===== src/rtl/pong_score_keeper.sv =====
// ============================================================================
// Module   : pong_score_keeper
// Function : Pong match sequencer and score keeper. Optional macro
//            SCORE_BLINK_EN blinks the scoring player's digit.
// Revision : 1.0 - initial release
// ============================================================================
`default_nettype none

module pong_score_keeper #(
  parameter int WIN_SCORE    = 9,
  parameter int POINT_FRAMES = 60
) (
  input  logic       clk_pix,
  input  logic       rst_pix,
  input  logic       frame,
  input  logic       new_game,
  input  logic       exit_l,
  input  logic       exit_r,
  output logic [3:0] score_l,
  output logic [3:0] score_r,
  output logic       score_vis_l,
  output logic       score_vis_r,
  output logic       serve,
  output logic       serve_dir,
  output logic       playing,
  output logic       game_over,
  output logic       winner
);

  localparam logic [3:0] c_win_score = 4'(WIN_SCORE);
  localparam logic [7:0] c_last_frame = 8'(POINT_FRAMES - 1);

  typedef enum logic [1:0] {
    S_IDLE = 2'd0,
    S_WAIT = 2'd1,
    S_PLAY = 2'd2,
    S_OVER = 2'd3
  } state_t;

  state_t     r_state, w_state_n;
  logic [3:0] r_score_l, r_score_r, w_score_l_n, w_score_r_n;
  logic [7:0] r_cnt, w_cnt_n;
  logic       r_serve, w_serve_n;
  logic       r_serve_dir, w_serve_dir_n;
  logic       r_playing, r_game_over;
  logic       r_winner, w_winner_n;
  logic       r_vis_l, r_vis_r, w_vis_l_n, w_vis_r_n;

  always_comb begin
    w_state_n     = r_state;
    w_score_l_n   = r_score_l;
    w_score_r_n   = r_score_r;
    w_cnt_n       = r_cnt;
    w_serve_n     = 1'b0;
    w_serve_dir_n = r_serve_dir;
    w_winner_n    = r_winner;

    if (new_game) begin
      w_state_n   = S_WAIT;
      w_score_l_n = 4'd0;
      w_score_r_n = 4'd0;
      w_cnt_n     = 8'd0;
    end else begin
      case (r_state)
        S_IDLE: ;
        S_WAIT: begin
          if (frame) begin
            if (r_cnt == c_last_frame) begin
              w_serve_n = 1'b1;
              w_state_n = S_PLAY;
              w_cnt_n   = 8'd0;
            end else begin
              w_cnt_n = r_cnt + 8'd1;
            end
          end
        end
        S_PLAY: begin
          // A double exit is a dead ball: replay without scoring.
          if (exit_l && exit_r) begin
            w_state_n = S_WAIT;
          end else if (exit_r) begin
            w_score_l_n   = r_score_l + 4'd1;
            w_serve_dir_n = 1'b1;
            w_cnt_n       = 8'd0;
            if (w_score_l_n == c_win_score) begin
              w_state_n  = S_OVER;
              w_winner_n = 1'b0;
            end else begin
              w_state_n = S_WAIT;
            end
          end else if (exit_l) begin
            w_score_r_n   = r_score_r + 4'd1;
            w_serve_dir_n = 1'b0;
            w_cnt_n       = 8'd0;
            if (w_score_r_n == c_win_score) begin
              w_state_n  = S_OVER;
              w_winner_n = 1'b1;
            end else begin
              w_state_n = S_WAIT;
            end
          end
        end
        S_OVER: begin
          if (frame) w_cnt_n = r_cnt + 8'd1;
        end
        default: w_state_n = S_IDLE;
      endcase
    end
  end

`ifdef SCORE_BLINK_EN
  logic r_blink_l, r_blink_r, w_blink_l_n, w_blink_r_n;

  // Blink owner is latched on the PLAY exit and dropped when WAIT ends.
  always_comb begin
    w_blink_l_n = r_blink_l;
    w_blink_r_n = r_blink_r;
    if (new_game || w_state_n == S_PLAY || w_state_n == S_IDLE) begin
      w_blink_l_n = 1'b0;
      w_blink_r_n = 1'b0;
    end else if (r_state == S_PLAY) begin
      w_blink_l_n = exit_r && !exit_l;
      w_blink_r_n = exit_l && !exit_r;
    end
    w_vis_l_n = !(w_blink_l_n && !w_cnt_n[3]);
    w_vis_r_n = !(w_blink_r_n && !w_cnt_n[3]);
  end

  always_ff @(posedge clk_pix or posedge rst_pix) begin
    if (rst_pix) begin
      r_blink_l <= 1'b0;
      r_blink_r <= 1'b0;
    end else begin
      r_blink_l <= w_blink_l_n;
      r_blink_r <= w_blink_r_n;
    end
  end
`else
  always_comb begin
    w_vis_l_n = 1'b1;
    w_vis_r_n = 1'b1;
  end
`endif

  always_ff @(posedge clk_pix or posedge rst_pix) begin
    if (rst_pix) begin
      r_state     <= S_IDLE;
      r_score_l   <= 4'd0;
      r_score_r   <= 4'd0;
      r_cnt       <= 8'd0;
      r_serve     <= 1'b0;
      r_serve_dir <= 1'b0;
      r_playing   <= 1'b0;
      r_game_over <= 1'b0;
      r_winner    <= 1'b0;
      r_vis_l     <= 1'b1;
      r_vis_r     <= 1'b1;
    end else begin
      r_state     <= w_state_n;
      r_score_l   <= w_score_l_n;
      r_score_r   <= w_score_r_n;
      r_cnt       <= w_cnt_n;
      r_serve     <= w_serve_n;
      r_serve_dir <= w_serve_dir_n;
      r_playing   <= (w_state_n == S_PLAY);
      r_game_over <= (w_state_n == S_OVER);
      r_winner    <= w_winner_n;
      r_vis_l     <= w_vis_l_n;
      r_vis_r     <= w_vis_r_n;
    end
  end

  assign score_l     = r_score_l;
  assign score_r     = r_score_r;
  assign score_vis_l = r_vis_l;
  assign score_vis_r = r_vis_r;
  assign serve       = r_serve;
  assign serve_dir   = r_serve_dir;
  assign playing     = r_playing;
  assign game_over   = r_game_over;
  assign winner      = r_winner;

endmodule

`default_nettype wire


===== config.mk =====
export PLATFORM = sky130hd
export DESIGN_NAME = pong_score_keeper
export DESIGN_NICKNAME = d
export VERILOG_FILES = /design/src/rtl/pong_score_keeper.sv
export SDC_FILE = /design/constraint.sdc
export NUM_CORES = 1
export LEC_CHECK = 0
export BUFFER_PORTS_ARGS = -buffer_cell sky130_fd_sc_hd__buf_4
export CAP_MARGIN = 10
export CORE_ASPECT_RATIO = 0.5
export CORE_MARGIN = 8
export CORE_UTILIZATION = 30
export CTS_CLUSTER_DIAMETER = 150
export DETAILED_ROUTE_END_ITERATION = 7
export MAX_ROUTING_LAYER = met4
export PLACE_DENSITY = 0.52
export SYNTH_ARGS = -nofsm -noshare
export SYNTH_HDL_FRONTEND = slang
export SYNTH_SLANG_ARGS = --single-unit
export TNS_END_PERCENT = 20

===== constraint.sdc =====
create_clock -name clk_pix -period 3.54 [get_ports clk_pix]
set_input_delay 0.708 -clock clk_pix [delete_from_list [all_inputs] [get_ports clk_pix]]
set_output_delay 0.708 -clock clk_pix [all_outputs]
set_load 0.03 [all_outputs]

## Word level (Yosys, flattened, before mapping)

Index checks and enable logic that the tools add are counted.
Widths: inputs -> output; s select.

| storage, ports and cells | value |
|---|---|
| latch bits | 0 |
| memories | 0 |
| bits in read-only memories | 0 |
| word-level logic and storage cells | 77 |
| memory bits (writable) | 0 |
| flip-flop bits (word level) | 23 |

| operators by class | value |
|---|---|
| multipliers | 0 |
| div/mod/pow operators | 0 |
| shift operators | 0 |
| muxes and demuxes | 36 |
| order comparisons | 0 |
| reduce and logical (&&, ||, !) cells | 12 |
| bitwise operators | 2 |
| $add $sub $neg | 3 |
| equal/unequal tests | 15 |

Operators with widths:

| kind | number |
|---|---|
| $mux 8 | 7 |
| $mux 4 | 9 |
| $pmux 8 s3 | 1 |
| $mux 2 | 8 |
| $mux 1 | 10 |
| $reduce_bool 2->1 | 5 |
| $ne 3x3->1 const B | 3 |
| $add 4x1->4 const B | 2 |
| $add 8x1->8 const B | 1 |
| $eq 2x2->1 const B | 4 |
| $eq 4x4->1 const B | 2 |
| $eq 8x6->1 const B | 1 |
| $reduce_and 4->1 | 2 |
| $reduce_and 6->1 | 1 |
| $reduce_and 5->1 | 1 |
| $ne 2x2->1 const B | 2 |
| $ne 4x4->1 const B | 1 |
| $pmux 2 s2 | 1 |
| $reduce_bool 4->1 | 1 |
| $reduce_and 3->1 | 1 |
| $eq 2x1->1 const B | 1 |
| $ne 2x1->1 const B | 1 |
| $not 1->1 | 2 |
| $logic_and 1x1->1 | 1 |

## Logic depth before layout (Yosys ltp)

Gate-level depths: netlist of the first run.

| logic depth | value |
|---|---|
| word-level depth | 9 |
| depth in mapped cells | 7 |
| depth with buffers taken out | 7 |

## Least setup slack after synthesis of the first run

OpenSTA, ideal clock, no wires.

| timing | value |
|---|---|
| kind | input to register |
| start | input port exit_r |
| end | register r_cnt[0] |
| buffers on the path | 1 |
| stages | 6 |
| arrival | 1.716 ns |
| setup slack | 1.699 ns |
| library setup time | 0.125 ns |
| path through | buf_6 > xnor2_2 > a221oi_4 > nor2_1 > nor2_4 > mux2_2 |

| on the way | value |
|---|---|
| longest elaborated chain between the ends | 4 |

Ends and longest elaborated chain:

| what | line | source |
|---|---|---|
| start, declared | 18 | `input logic exit_r,` |
| $mux 8 | 81 | `end else if (exit_r) begin` |
| $mux 8 | 79 | `if (exit_l && exit_r) begin` |
| $pmux 8 s3 | 64 | `case (r_state)` |
| $mux 8 | 58 | `if (new_game) begin` |
| end signal, assigned | 162 | `r_cnt <= w_cnt_n;` |
| end, declared | 42 | `logic [7:0] r_cnt, w_cnt_n;` |

Several ways; a longest one is shown, not always the timed one. The select of a mux whose other input is x is not followed.
A chain may end at the register's enable or synchronous reset.

## Final worst setup path of the first run

| timing | value |
|---|---|
| start | register r_state[1] |
| end | register r_cnt[7] |

| on the way | value |
|---|---|
| longest elaborated chain between the ends | 3 |

Ends and longest elaborated chain:

| what | line | source |
|---|---|---|
| start, declared | 40 | `state_t r_state, w_state_n;` |
| start signal, assigned | 159 | `r_state <= w_state_n;` |
| $eq 2x2->1 or $eq 2x1->1 (tied branches) | 64 |  |
| $ne 4x4->1 (no line), or another cell as far along | -- |  |
| $reduce_and 5->1 (no line) or $mux 8 (tied branches) | -- |  |

Several ways; a longest one is shown, not always the timed one.

==> results of run 1 <==
-- cells in the mapped netlist, types with 2 or more instances --
| master | count |
|---|---|
| nand3_1 | 5 |
| inv_1 | 12 |
| dfrtp_1 | 23 |
| nand2_1 | 17 |
| xnor2_1 | 4 |
| nor3b_1 | 3 |
| nor2_1 | 18 |
| o21ai_0 | 6 |
| ha_1 | 8 |
| o21ai_1 | 5 |
| and3_1 | 4 |
| o211ai_1 | 2 |
| nor2b_1 | 6 |
| xor2_1 | 2 |
| a21oi_1 | 6 |
| a22o_1 | 5 |
| and2_1 | 2 |
| buf_4 | 2 |
-- how the worst min path moves through the flow --
stage,to,from,cells past startpoint
floorplan,r_cnt[5],r_cnt[5],1
global placement,winner,winner,1
detailed placement,winner,winner,1
CTS,winner,winner,1
global route,winner,winner,1
finish,winner,winner,1
-- state kept, by name (all words and copies together), names as in the netlist --
| register | count |
|---|---|
| game_over | 1 |
| playing | 1 |
| score_r | 4 |
| serve_dir | 1 |
| score_l | 4 |
| r_state | 2 |
| r_cnt | 8 |
| winner | 1 |
| serve | 1 |
-- kinds of logic (layout without fill, tap and decap cells) --
logic type	count (synthesis)	count (layout)	synth area share [%]
compound gates	35	35	17.97
xor+xnor	7	7	4.661
fa+ha+maj	8	8	6.780
buf+inv	17	34	5.423
flops	23	23	38.98
mux	2	2	1.441
other cells	1	2	0.2540
simple gates	66	66	24.49
-- power by group through the flow --
stage / registers [mW] / clock network, mW / logic, mW
after floorplan: 0.279 / 0 / 0.0600
after global placement: 0.281 / 0 / 0.0724
after detailed placement: 0.281 / 0 / 0.0733
after CTS: 0.276 / 0.174 / 0.0733
after global routing: 0.277 / 0.183 / 0.0819
final: 0.276 / 0.165 / 0.0716
-- worst max-delay path: stages (launching register included) --
cell,delay (ps)
dfrtp_1,430
inv_1,100
ha_1,240
o21ba_2,230
a221oi_4,230
or2_2,210
o21ai_1,70
a22o_1,230
-- routing by layer --
layer	vias to the layer above	GRT usage [%]	part of all wire, %
li1	583	-	-
met1	554	10.89	47
met2	9	14.97	49
met3	4	1.920	2.0
met4	0	3.890	1.7
met5	-	-	0
-- cell type report --
cell class | instances | area, um^2 | area share, %
tap | 70 | 87.58 | 5.113
timing repair buffer | 18 | 135.1 | 7.889
multi-input combinational | 120 | 824.5 | 48.14
inverter | 12 | 45.04 | 2.630
clock buffer | 4 | 45.04 | 2.630
sequential | 23 | 575.6 | 33.60
-- cells in the final DEF, fill, tap and decap left out, types with 2 or more instances in the layout --
cell       n
ha_1       8
a22o_1     5
nand2_1   17
dfrtp_1   23
a21oi_1    6
o21ai_1    5
o21ai_0    6
conb_1     2
xnor2_1    4
nor3b_1    3
inv_1     12
nor2_1    18
o211ai_1   2
buf_4     18
nor2b_1    6
nand3_1    5
and2_1     2
xor2_1     2
clkbuf_8   3
and3_1     4
==> metrics.cfg, run 1 <==
[route]
wl_per_cell_um = 12.41
drtIter0Drc = 38
wirelength_mm = 3.065
drt-vias-per-instance = 4.656
drc = 0
vias = 1150
drtAntennaViolNets = 0
dr.pass1.iters = 4

[timing]
worstMarginPinSlew_ps = 886.7
fin_crit_ps = 1861
setup_violations = 0
rsz0062_at_grt = false
fmax_mhz = 537.4
slew-limit-headroom_pct = 40.82
finClkSkew_ps = 4.899
finalMaxSlewViolations = 0
finalSetupTns_ps = 0
setup_ws_ps = 1679
hold_viol_final = 0
holdWs_ps = 512.0
period_share_pct = 52.57

[placement]
dp_hpwl_mm = 2.285
place_inst = 243
dpl-instance-area_mm2 = 0.001668
io_buffers = 18
place.gp.congestion = 0.7879
place_ws_ps = 1554

[critical_path]
cp-end-kind = register
r2r_end = r_cnt[7]
r2r_cells = 7
ff2ff_setup_slack_ps = 1680
worstPathArrival_ps = 2020
startpoint = r_state[1]
start_kind = register
timing.rr.start = r_state[1]
path_class = register to register
crit_path_end = r_cnt[7]
crit_required_ps = 3700
cp_max_fo = 5

[global_routing]
grt_util_all_layers_pct = 9.177
grt_max_degree = 24
grt_antenna_before_repair = 0
overflow = 0
grt_pass1_vias = 1146
grt_first_pass_wirelength_mm = 5.382

[die]
die-area_mm2 = 0.007558
die-width_um = 115.2
die_y_um = 65.61
io_pins = 21
initial_core_util_pct = 30.49
core_area_mm2 = 0.004842
rows = 18

[logic_synthesis]
syn_avg_cell_area_um2 = 9.286
ys_types = 47
synth_seq_area_share_pct = 38.98
netlist_instances = 159
synth_area_leaders = dfrtp_1, ha_1, nor2_1
ys_ff_latch = 23
synthFlopType = dfrtp_1
synth_top_area_share_pct = 38.98
ys_warn_count = 0
synth_edf_count = 0
ys_async_sr_fraction_pct = 100.0
synth_top_cell_by_area = dfrtp_1
syn_area_mm2 = 0.001476

[outcome]
outcome = finished clean

[pwr]
power.internal_uw = 378.2
leakage_nw = 0.7792
comb_power_share_pct = 14.0
peakVddDrop_mv = 0.1270
share_seq_of_total_power_pct = 53.7
p_clk_share_pct = 32.3
sw_frac_of_total_pct = 26.23
finalPower_uw = 512.6
powerDensity_mw_per_mm2 = 299.3
switchingPower_uw = 134.4

[cells_and_area]
fin_cells = 247
final_area_mm2 = 0.001713
drive_above_1_share_pct = 19.77
nNetsFinal = 192
antennaDiodeCount = 0
fillers = 504
final_util_pct = 35.37
syn_to_final_growth_pct = 16.02

[cts]
htreeDepth = 1
cts.clk_slew.worst_paths_ps = 80
clk_latency_ps = 270
ctsRootBufferMaster = clkbuf_8
cts_resized = 0
cts_tree = built
postCtsSetupBuffers = 0
ctsHoldBuffers = 0
cts-buffers-inserted = 3
cts_num_sinks = 23
ctsLongestPathBuffers = 2

[min_path]
worst_hold_path_type = register to register

[run]
maxCapViolCount = 0

Note: power is estimated with default switching activity, not from simulation.
==> run 2: changes to the inputs <==
--- a/config.mk
+++ b/config.mk
@@ -5,6 +5,7 @@
 export SDC_FILE = /design/constraint.sdc
 export NUM_CORES = 1
 export LEC_CHECK = 0
+export ABC_AREA = 1
 export BUFFER_PORTS_ARGS = -buffer_cell sky130_fd_sc_hd__buf_4
 export CAP_MARGIN = 10
 export CORE_ASPECT_RATIO = 0.5
@@ -13,7 +14,7 @@
 export CTS_CLUSTER_DIAMETER = 150
 export DETAILED_ROUTE_END_ITERATION = 7
 export MAX_ROUTING_LAYER = met4
-export PLACE_DENSITY = 0.52
+export PLACE_DENSITY = 0.53
 export SYNTH_ARGS = -nofsm -noshare
 export SYNTH_HDL_FRONTEND = slang
 export SYNTH_SLANG_ARGS = --single-unit
==> constraint.sdc (replaced) <==
create_clock -name clk_pix -period 1.9 [get_ports clk_pix]
set_input_delay 0.38 -clock clk_pix [delete_from_list [all_inputs] [get_ports clk_pix]]
set_output_delay 0.38 -clock clk_pix [all_outputs]
set_load 0.03 [all_outputs]
==> metrics.cfg, run 2 <==
[logic_synthesis]
netlist_instances = 191  ; +20%
synth_area_leaders = dfrtp_1, nand2_1, inv_1
syn_area_mm2 = 0.001383  ; -6.4%
synth_edf_count = 0  ; unchanged
synth_top_area_share_pct = 41.63  ; +2.6 points
syn_avg_cell_area_um2 = 7.239  ; -22%
ys_async_sr_fraction_pct = 100.0  ; unchanged
ys_warn_count = 0  ; unchanged
synth_common_cells = nand2_1, inv_1, dfrtp_1
synth_top_cell_by_area = dfrtp_1
ys_ff_latch = 23  ; unchanged
ys_types = 21  ; -55%
synthFlopType = dfrtp_1
yosysMostFrequentCell = nand2_1
synth_seq_area_share_pct = 41.63  ; +2.6 points

[run]
maxCapViolCount = 0  ; unchanged

[placement]
place_ws_ps = 193.3  ; -1361 ps
place_inst = 267  ; +9.9%
io_buffers = 18  ; unchanged
place.gp.congestion = 0.7889  ; +0.13%
dpl-instance-area_mm2 = 0.001592  ; -4.6%
dp_hpwl_mm = 2.373  ; +3.8%

[cts]
clk_latency_ps = 280  ; about the same
ctsRootBufferMaster = clkbuf_8
cts_resized = 0  ; unchanged
cts_tree = built
cts.clk_slew.worst_paths_ps = 90  ; about the same
postCtsSetupBuffers = 0  ; unchanged
htreeDepth = 1  ; unchanged
cts_num_sinks = 23  ; unchanged
ctsLongestPathBuffers = 2  ; unchanged
cts-buffers-inserted = 3  ; unchanged
ctsHoldBuffers = 0  ; unchanged

[global_routing]
grt_max_degree = 24  ; unchanged
grt_util_all_layers_pct = 9.268  ; +0.091 points
overflow = 0  ; unchanged
grt_antenna_before_repair = 0  ; unchanged
grt_pass1_vias = 1183  ; +3.2%
grt_first_pass_wirelength_mm = 5.368  ; -0.26%

[timing]
finalSetupTns_ps = 0  ; unchanged
setup_ws_ps = 254.3  ; -1425 ps
finalMaxSlewViolations = 0  ; unchanged
period_share_pct = 86.62  ; +34 points
hold_viol_final = 0  ; unchanged
rsz0062_at_grt = false
setup_violations = 0  ; unchanged
finClkSkew_ps = 10.17  ; +5.275 ps
fmax_mhz = 607.6  ; +13%
fin_crit_ps = 1646  ; -215.2 ps
holdWs_ps = 143.3  ; -368.7 ps

[min_path]
worst_hold_path_type = primary input to async pin

[cells_and_area]
fillers = 489  ; -3.0%
syn_to_final_growth_pct = 18.82
largest_register_ffs = 8  ; unchanged
nNetsFinal = 229  ; +19%
drive_above_1_share_pct = 14.49  ; -5.3 points
layout_common_cells = nand2_1, inv_1, dfrtp_1, buf_4, nand3_1
antennaDiodeCount = 0  ; unchanged
final_util_pct = 37.13  ; +1.8 points
final_area_mm2 = 0.001643  ; -4.1%
final_common_cell = nand2_1
regMostFlops = r_cnt
fin_cells = 271  ; +9.7%

[die]
initial_core_util_pct = 31.25  ; +0.76 points
die_y_um = 64.01  ; -2.4%
die-area_mm2 = 0.007169  ; -5.2%
die-width_um = 112.0  ; -2.8%
rows = 17  ; -1
io_pins = 21  ; unchanged
core_area_mm2 = 0.004424  ; -8.6%

[critical_path]
path_class = register to register
slowest_delay_ps = 380  ; -50 ps
worstPathArrival_ps = 1810  ; -210 ps
crit_required_ps = 2070  ; -1630 ps
start_kind = register
cp-end-kind = register
path_cells = inv_1 > ha_1 > inv_1 > o22ai_1 > o21ai_2 > buf_4 > a21oi_1 > nor2_1
cp_max_fo = 8  ; +3
cpMostUsedCell = inv_1
slowest_stage = dfrtp_1

[pwr]
finalPower_uw = 977.4  ; +91%
leakage_nw = 0.8812  ; +13%
peakVddDrop_mv = 0.1977  ; +56%
powerDensity_mw_per_mm2 = 594.9  ; +99%

[route]
wirelength_mm = 3.064  ; about the same
drt-vias-per-instance = 4.627  ; -0.61%
drc = 0  ; unchanged
vias = 1254  ; +9.0%
drtIter0Drc = 78  ; +110%
dr.pass1.iters = 4  ; unchanged
drtAntennaViolNets = 0  ; unchanged
wl_per_cell_um = 11.31  ; -8.9%

[outcome]
outcome = finished clean

run 2: cell types whose count changed after synthesis, sizes merged, moves of 6 or more:
cell and change:
a21oi +6, inv +21, nand2 +29, nand3 +16
nor2b -6
run 2: final timing paths:
path | from | endpoint | slack (ps) | cells after the start
min in group clk_pix | new_game | score_l[0] | 410 | 4
hold / removal | rst_pix | score_l[2] | 140 | 3
hold reg to reg | serve_dir | serve_dir | 500 | 2
max in group asynchronous | rst_pix | playing | 1510 | 3
setup reg to reg | r_state[0] | r_cnt[2] | 250 | 8
setup / recovery | r_state[0] | r_cnt[2] | 250 | 8
run 2: layout make-up:
type / count / area (um^2) / share of cell area (%)
multi-input cells: 132 / 660.6 / 40.21
flip-flops and latches: 23 / 575.6 / 35.03
repair buffers: 22 / 165.2 / 10.05
inverters: 33 / 123.9 / 7.540
well taps: 57 / 71.32 / 4.341
clock buffers: 3 / 41.29 / 2.513
clock inverters: 1 / 5.005 / 0.3046
run 2: cells by family (layout without fill, tap and decap cells):
family	count (synthesis)	in the layout	synth area share, %
compound gates	29	29	11.31
other cells	1	2	0.2712
flops	23	23	41.63
buf+inv	37	59	11.22
simple gates	93	93	28.33
fa+ha+maj	8	8	7.240
run 2: layer usage:
layer | track usage [%] | up-vias | wire [um]
li1 | - | 650 | -
met4 | 2.995 | 0 | 48
met5 | - | - | 0
met1 | 10.83 | 575 | 1468
met3 | 2.434 | 7 | 95
met2 | 15.43 | 22 | 1451
run 2: worst max-delay path: cells and delay by family, from the launching register on:
family                     cells  cell delay [ps]
AOI/OAI and AO/OA              3              450
DFF                            1              380
adders and majority gates      1              330
buffers and inverters          3              320
and+or+nand+nor                1               60
run 2: where the power goes:
group	switching (mW)	internal [mW]	total [mW]
registers	0.0163	0.503	0.519
clock network	0.175	0.147	0.322
logic	0.0891	0.0465	0.136
total	0.281	0.697	0.977
